### src/rtl/llenado_pkg.sv
// Shared types and default timing constants for the bottle filling line.
// The state encodings are also shown on the operator LEDs, so they must not be renumbered.
package llenado_pkg;

    typedef enum logic [2:0] {
        ST_IDLE    = 3'd0,
        ST_SETTLE  = 3'd1,
        ST_FILLING = 3'd2,
        ST_FULL    = 3'd3,
        ST_RELEASE = 3'd4,
        ST_FAULT   = 3'd5
    } filler_state_t;

    localparam int unsigned SETTLE_TICKS_DEF   = 2;
    localparam int unsigned MAX_FILL_TICKS_DEF = 10;

    function automatic int unsigned max_u(input int unsigned a, input int unsigned b);
        return (a > b) ? a : b;
    endfunction

endpackage

### src/rtl/fsm_filler_control_if.sv
// Sensor, operator and actuator signals of the fill station, bundled as one port.
// The master side drives the sensors and reads the actuators; the slave side is the controller.
interface fsm_filler_control_if #(
    parameter int unsigned COUNT_W = 8
);
    logic               bottle_present;
    logic               level_full;
    logic               seal_done;
    logic               fault_clr;
    logic               valve;
    logic               lleno_flag;
    logic               fault;
    logic [2:0]         state_indicator;
    logic [COUNT_W-1:0] bottle_count;

    modport master (
        output bottle_present, level_full, seal_done, fault_clr,
        input  valve, lleno_flag, fault, state_indicator, bottle_count
    );

    modport slave (
        input  bottle_present, level_full, seal_done, fault_clr,
        output valve, lleno_flag, fault, state_indicator, bottle_count
    );
endinterface

### src/rtl/tick_counter.sv
// Saturating tick counter with synchronous clear and enable; at_term flags count == term_val.
// The compare is made against the registered count, so at_term carries no path from clr or en.
module tick_counter #(
    parameter int unsigned W = 4
) (
    input  logic         clk,
    input  logic         rst_n,
    input  logic         clr,
    input  logic         en,
    input  logic [W-1:0] term_val,
    output logic         at_term
);

    logic [W-1:0] cnt_q;
    logic [W-1:0] cnt_d;

    always_comb begin
        cnt_d = cnt_q;
        if (clr) begin
            cnt_d = '0;
        end else if (en && (cnt_q != '1)) begin
            cnt_d = cnt_q + W'(1);
        end
    end

    always_ff @(posedge clk or negedge rst_n) begin
        if (!rst_n) begin
            cnt_q <= '0;
        end else begin
            cnt_q <= cnt_d;
        end
    end

    assign at_term = (cnt_q == term_val);

endmodule

### src/rtl/fsm_filler_control.sv
// Moore controller for the fill station: settle, fill until full or timeout, hold full until sealed.
// All outputs decode the state register only; bottle_count advances on the FILLING->FULL edge.
module fsm_filler_control
    import llenado_pkg::*;
#(
    parameter int unsigned SETTLE_TICKS   = SETTLE_TICKS_DEF,
    parameter int unsigned MAX_FILL_TICKS = MAX_FILL_TICKS_DEF,
    parameter int unsigned COUNT_W        = 8
) (
    input logic                 clk,
    input logic                 rst_n,
    fsm_filler_control_if.slave bus
);

    localparam int unsigned TMR_W = $clog2(max_u(SETTLE_TICKS, MAX_FILL_TICKS) + 1);

    filler_state_t      state_q;
    filler_state_t      state_d;
    logic [COUNT_W-1:0] bottle_count_q;
    logic [COUNT_W-1:0] bottle_count_d;
    logic [TMR_W-1:0]   term_val;
    logic               tmr_done;
    logic               tmr_clr;

    // One timer serves both SETTLE and FILLING; only the terminal value changes.
    assign term_val = (state_q == ST_SETTLE) ? TMR_W'(SETTLE_TICKS - 1)
                                             : TMR_W'(MAX_FILL_TICKS - 1);
    assign tmr_clr  = (state_d != state_q);

    tick_counter #(
        .W (TMR_W)
    ) u_timer (
        .clk      (clk),
        .rst_n    (rst_n),
        .clr      (tmr_clr),
        .en       (1'b1),
        .term_val (term_val),
        .at_term  (tmr_done)
    );

    always_comb begin
        state_d        = state_q;
        bottle_count_d = bottle_count_q;
        unique case (state_q)
            ST_IDLE: begin
                if (bus.bottle_present) state_d = ST_SETTLE;
            end
            ST_SETTLE: begin
                if (!bus.bottle_present) state_d = ST_IDLE;
                else if (tmr_done)       state_d = ST_FILLING;
            end
            ST_FILLING: begin
                // Full beats timeout when both land on the same cycle.
                if (!bus.bottle_present) begin
                    state_d = ST_FAULT;
                end else if (bus.level_full) begin
                    state_d        = ST_FULL;
                    bottle_count_d = bottle_count_q + COUNT_W'(1);
                end else if (tmr_done) begin
                    state_d = ST_FAULT;
                end
            end
            ST_FULL: begin
                if (!bus.bottle_present) state_d = ST_FAULT;
                else if (bus.seal_done)  state_d = ST_RELEASE;
            end
            ST_RELEASE: begin
                if (!bus.bottle_present) state_d = ST_IDLE;
            end
            ST_FAULT: begin
                if (bus.fault_clr && !bus.bottle_present) state_d = ST_IDLE;
            end
            default: begin
                state_d = ST_IDLE;
            end
        endcase
    end

    always_ff @(posedge clk or negedge rst_n) begin
        if (!rst_n) begin
            state_q        <= ST_IDLE;
            bottle_count_q <= '0;
        end else begin
            state_q        <= state_d;
            bottle_count_q <= bottle_count_d;
        end
    end

    assign bus.valve           = (state_q == ST_FILLING);
    assign bus.lleno_flag      = (state_q == ST_FULL);
    assign bus.fault           = (state_q == ST_FAULT);
    assign bus.state_indicator = state_q;
    assign bus.bottle_count    = bottle_count_q;

endmodule

### src/flat_wrapper.sv
// flat-port wrapper written by rule: the top's interface ports become plain ports
module fsm_filler_control_flat import llenado_pkg::*;
#(
    parameter int unsigned SETTLE_TICKS   = SETTLE_TICKS_DEF,
    parameter int unsigned MAX_FILL_TICKS = MAX_FILL_TICKS_DEF,
    parameter int unsigned COUNT_W        = 8
)
  (clk, rst_n, bus_bottle_present, bus_level_full, bus_seal_done, bus_fault_clr, bus_valve, bus_lleno_flag, bus_fault, bus_state_indicator, bus_bottle_count);
  fsm_filler_control_if #(.COUNT_W(COUNT_W)) bus_i ();
  input logic clk;
  input logic rst_n;
  input wire logic [$bits(bus_i.bottle_present)-1:0] bus_bottle_present;
  input wire logic [$bits(bus_i.level_full)-1:0] bus_level_full;
  input wire logic [$bits(bus_i.seal_done)-1:0] bus_seal_done;
  input wire logic [$bits(bus_i.fault_clr)-1:0] bus_fault_clr;
  output wire logic [$bits(bus_i.valve)-1:0] bus_valve;
  output wire logic [$bits(bus_i.lleno_flag)-1:0] bus_lleno_flag;
  output wire logic [$bits(bus_i.fault)-1:0] bus_fault;
  output wire logic [$bits(bus_i.state_indicator)-1:0] bus_state_indicator;
  output wire logic [$bits(bus_i.bottle_count)-1:0] bus_bottle_count;
  assign bus_i.bottle_present = bus_bottle_present;
  assign bus_i.level_full = bus_level_full;
  assign bus_i.seal_done = bus_seal_done;
  assign bus_i.fault_clr = bus_fault_clr;
  assign bus_valve = bus_i.valve;
  assign bus_lleno_flag = bus_i.lleno_flag;
  assign bus_fault = bus_i.fault;
  assign bus_state_indicator = bus_i.state_indicator;
  assign bus_bottle_count = bus_i.bottle_count;
  fsm_filler_control #(.SETTLE_TICKS(SETTLE_TICKS), .MAX_FILL_TICKS(MAX_FILL_TICKS), .COUNT_W(COUNT_W)) u_core (.clk(clk), .rst_n(rst_n), .bus(bus_i));
endmodule
### config.mk
export PLATFORM = sky130hd
export DESIGN_NAME = fsm_filler_control_flat
export DESIGN_NICKNAME = d
export VERILOG_FILES = /design/src/rtl/llenado_pkg.sv /design/src/rtl/fsm_filler_control_if.sv /design/src/rtl/tick_counter.sv /design/src/rtl/fsm_filler_control.sv /design/src/flat_wrapper.sv
export SDC_FILE = /design/constraint.sdc
export NUM_CORES = 1
export LEC_CHECK = 0
export CORE_UTILIZATION = 35
export DETAILED_ROUTE_END_ITERATION = 6
export PLACE_DENSITY = 0.69
export SLEW_MARGIN = 5
export SYNTH_ARGS = -nofsm -noshare
export SYNTH_HDL_FRONTEND = slang
export SYNTH_SLANG_ARGS = --single-unit
### constraint.sdc
create_clock -name clk -period 1.9 [get_ports clk]
set_input_delay 0.475 -clock clk [delete_from_list [all_inputs] [get_ports clk]]
set_output_delay 0.475 -clock clk [all_outputs]
set_load 0.01 [all_outputs]
==> impl_metrics.py <==
metrics = {
    "outcome": {
        "status": "finished, final reports clean",
    },
    "logic_synthesis": {
        "synth_commonest_cells": "dfrtp_1, xnor2_1, nand2_1",
        "async_flop_share_pct": 100,
        "yosysMostFrequentCell": "dfrtp_1",
        "syn_area_per_cell_um2": 10.6,
        "yosysTopAreaCellShare_pct": 38.9,
        "synth_edf_count": 0,
        "ys_warn_count": 0,
        "synthTopCellsByArea": "dfrtp_1, xnor2_1, ha_1, a2111oi_2, nand4_1",
        "synth_area_leader_cell": "dfrtp_1",
        "synthesis.nets": 100,
        "ys_seq_area_share_pct": 38.9,
        "ys_types": 39,
        "synthFlopType": "dfrtp_1",
        "synth-seq-cells": 15,
        "syn_inst": 91,
        "syn_area_um2": 966,
    },
    "critical_path": {
        "crit_chain": "buf_4, clkdlybuf4s50_1",
        "worstPathRequired_ps": 1420,
        "crit_path_max_incr_delay_ps": 530,
        "path_class": "register to output pin",
        "cp-start-kind": "register",
        "worst-endpoint-arrival_ps": 1340,
        "critPathCaptureType": "output pin",
        "path_max_fanout": 4,
        "crit_start": "u_core.bus.state_indicator[0]",
        "rr_worst_depth": 6,
        "r2r-end": "u_core.u_timer.cnt_q[0]",
        "crit-reg2reg-launch": "u_core.u_timer.cnt_q[1]",
        "crit_end": "bus_state_indicator[0]",
        "cp_slowest_cell": "clkdlybuf4s50_1",
        "r2r_slack_ps": 160,
    },
    "worst_hold_path": {
        "worstHoldPathType": "register to register",
        "hold_depth": 1,
    },
    "cells_and_area": {
        "final_cells": 156,
        "synthToLayoutAreaGrowth_pct": 35.6,
        "multi_input_area_um2": 556,
        "seqCellArea_um2": 377,
        "diodes": 0,
        "final_nets": 136,
        "fill_cells": 254,
        "final_area_um2": 1310,
        "drive_gt1_share_pct": 25.4,
    },
    "routing": {
        "highest_layer": "met4",
        "drc": 0,
        "drt-initial-drc-count": 10,
        "routed_wl_mm": 2.07,
        "vias": 797,
        "wire_per_inst_um": 13.3,
        "viasPerCell": 5.11,
        "drt_pass1_iterations": 4,
        "detail-route-antenna-nets": 0,
        "wl_met1_um": 989,
        "wl_met2_um": 986,
        "wl_met3_um": 82,
    },
    "sta": {
        "period_share_pct": 95.8,
        "slew_headroom_pct": 71.6,
        "fmax_mhz": 550,
        "hold_violations": 0,
        "final.setup.tns_ps": 0,
        "rsz0062_at_grt": "false",
        "layout_min_cycle_time_ps": 1820,
        "drv_slew": 0,
        "skew_ps": 1.50,
        "setup_ws_ps": 80.6,
        "tightest_slew_ps": 425,
        "setup_viol": 0,
    },
    "placement": {
        "dp_hpwl_mm": 1.55,
        "gp_congestion": 0.940,
        "dpl-instance-area_um2": 1250,
        "io_buffers": 19,
        "dp_cells": 148,
        "dp_slack_ps": -154,
    },
    "pwr": {
        "ir_drop_mv": 0.607,
        "power_mw": 1.41,
        "leakage_nw": 0.583,
        "p_per_area_nw_per_um2": 1080,
    },
    "floorplan": {
        "rows": 18,
        "die_width_um": 54.5,
        "io_pins": 20,
        "coreArea_um2": 2540,
        "dieHeight_um": 54.5,
        "initial_core_util_pct": 38.0,
        "die-area_um2": 2970,
    },
    "global_route": {
        "grt_pass1_vias": 809,
        "antenna_found_initial": 0,
        "grt_overflow": 0,
        "grt_pass1_wl_mm": 3.47,
        "grt_max_degree": 16,
        "grt.total_usage_pct": 16.8,
    },
    "cts": {
        "cts_sinks": 15,
        "insertion_delay_ps": 270,
        "root_buffer": "clkbuf_4",
        "cts_tree": "built",
        "clockBufferDepth": 2,
        "cts_max_level": 1,
        "clk_pin_slew_ps": 90,
        "cts_buffers": 3,
    },
    "run": {
        "maxCapViolations": 0,
    },
}
## layout by cell type, fill, tap and decap left out, types with 2 or more instances in the layout
cell,netlist,layout
a2111oi_2,2,2
a21oi_1,2,2
a31oi_1,2,2
and2_1,2,2
and3_1,2,2
buf_4,1,16
clkbuf_4,0,3
clkdlybuf4s50_1,0,15
dfrtp_1,15,14
dlygate4sd2_1,0,3
ha_1,3,3
inv_1,2,2
nand2_1,6,6
nand2b_1,2,2
nand3_1,2,2
nand3b_1,3,3
nand4_1,4,4
nor2_1,5,5
nor3_1,2,2
o21ai_0,5,5
o311ai_0,2,2
xnor2_1,7,7
## final cells by class
class / instances / area share (%)
multi-input cells: 70 / 42.4
flip-flops and latches: 15 / 28.7
repair buffers: 35 / 23.4
well taps: 30 / 2.87
clock buffers: 4 / 2.01
inverters: 2 / 0.573
## state kept, by name, indices dropped and copies added, names as in the netlist
| signal | count |
|---|---|
| u_core.bus.bottle_count | 8 |
| u_core.u_timer.cnt_q | 4 |
| u_core.bus.state_indicator | 3 |
## repair_timing
item | CTS | global route
pin swaps | 0 | 0
endpoints found under the setup margin | 4 | 1
setup buffers | 3 | 1
hold buffers | 0 | 0
resized for setup | 7 | 1
## worst min path at each step
| stage | from | end | slack [ps] |
|---|---|---|---|
| floorplan | rst_n | u_core.bus.bottle_count[0] | 180 |
| global placement | u_core.bus.bottle_count[7] | u_core.bus.bottle_count[7] | 470 |
| detailed placement | u_core.bus.bottle_count[7] | u_core.bus.bottle_count[7] | 470 |
| CTS | u_core.bus.bottle_count[7] | u_core.bus.bottle_count[7] | 490 |
| global route | rst_n | u_core.bus.bottle_count[2] | 500 |
| finish | u_core.bus.bottle_count[7] | u_core.bus.bottle_count[7] | 490 |
## power by group
part	switching, mW	leakage [nW]	internal [mW]
Clock	0.0966	0.0150	0.0813
Sequential	0.0779	0.202	0.381
Combinational	0.357	0.367	0.419
## kinds of logic after synthesis
kind of cell    after synthesis  share of synthesized area (%)
simple gates                 39                           28.0
compound gates               19                           16.5
flops                        15                           38.9
xor+xnor                      8                           7.25
buf+inv                       6                           4.40
fa+ha+maj                     3                           3.89
mux                           1                           1.17
## stage by stage
step | util [%] | hold WS, ps
3_3_place_gp | 49.1 | 466
3_5_place_dp | 49.1 | 474
6_report | 51.5 | 487
4_1_cts | 51.1 | 491
2_1_floorplan | - | 179
5_1_grt | 51.5 | 504
## worst max-delay path, delay by kind of cell (launching register included)
kind | cells | cell delay [ps]
buf+inv | 2 | 680
flops | 1 | 390
## per-layer routing
layer / up-vias / GRT usage, %
li1: 404 / -
met5: - / 0
met3: 2 / 1.94
met1: 372 / 20.8
met2: 19 / 29.5
met4: 0 / 6.41
No activity file was read; power rests on OpenSTA's default activity.
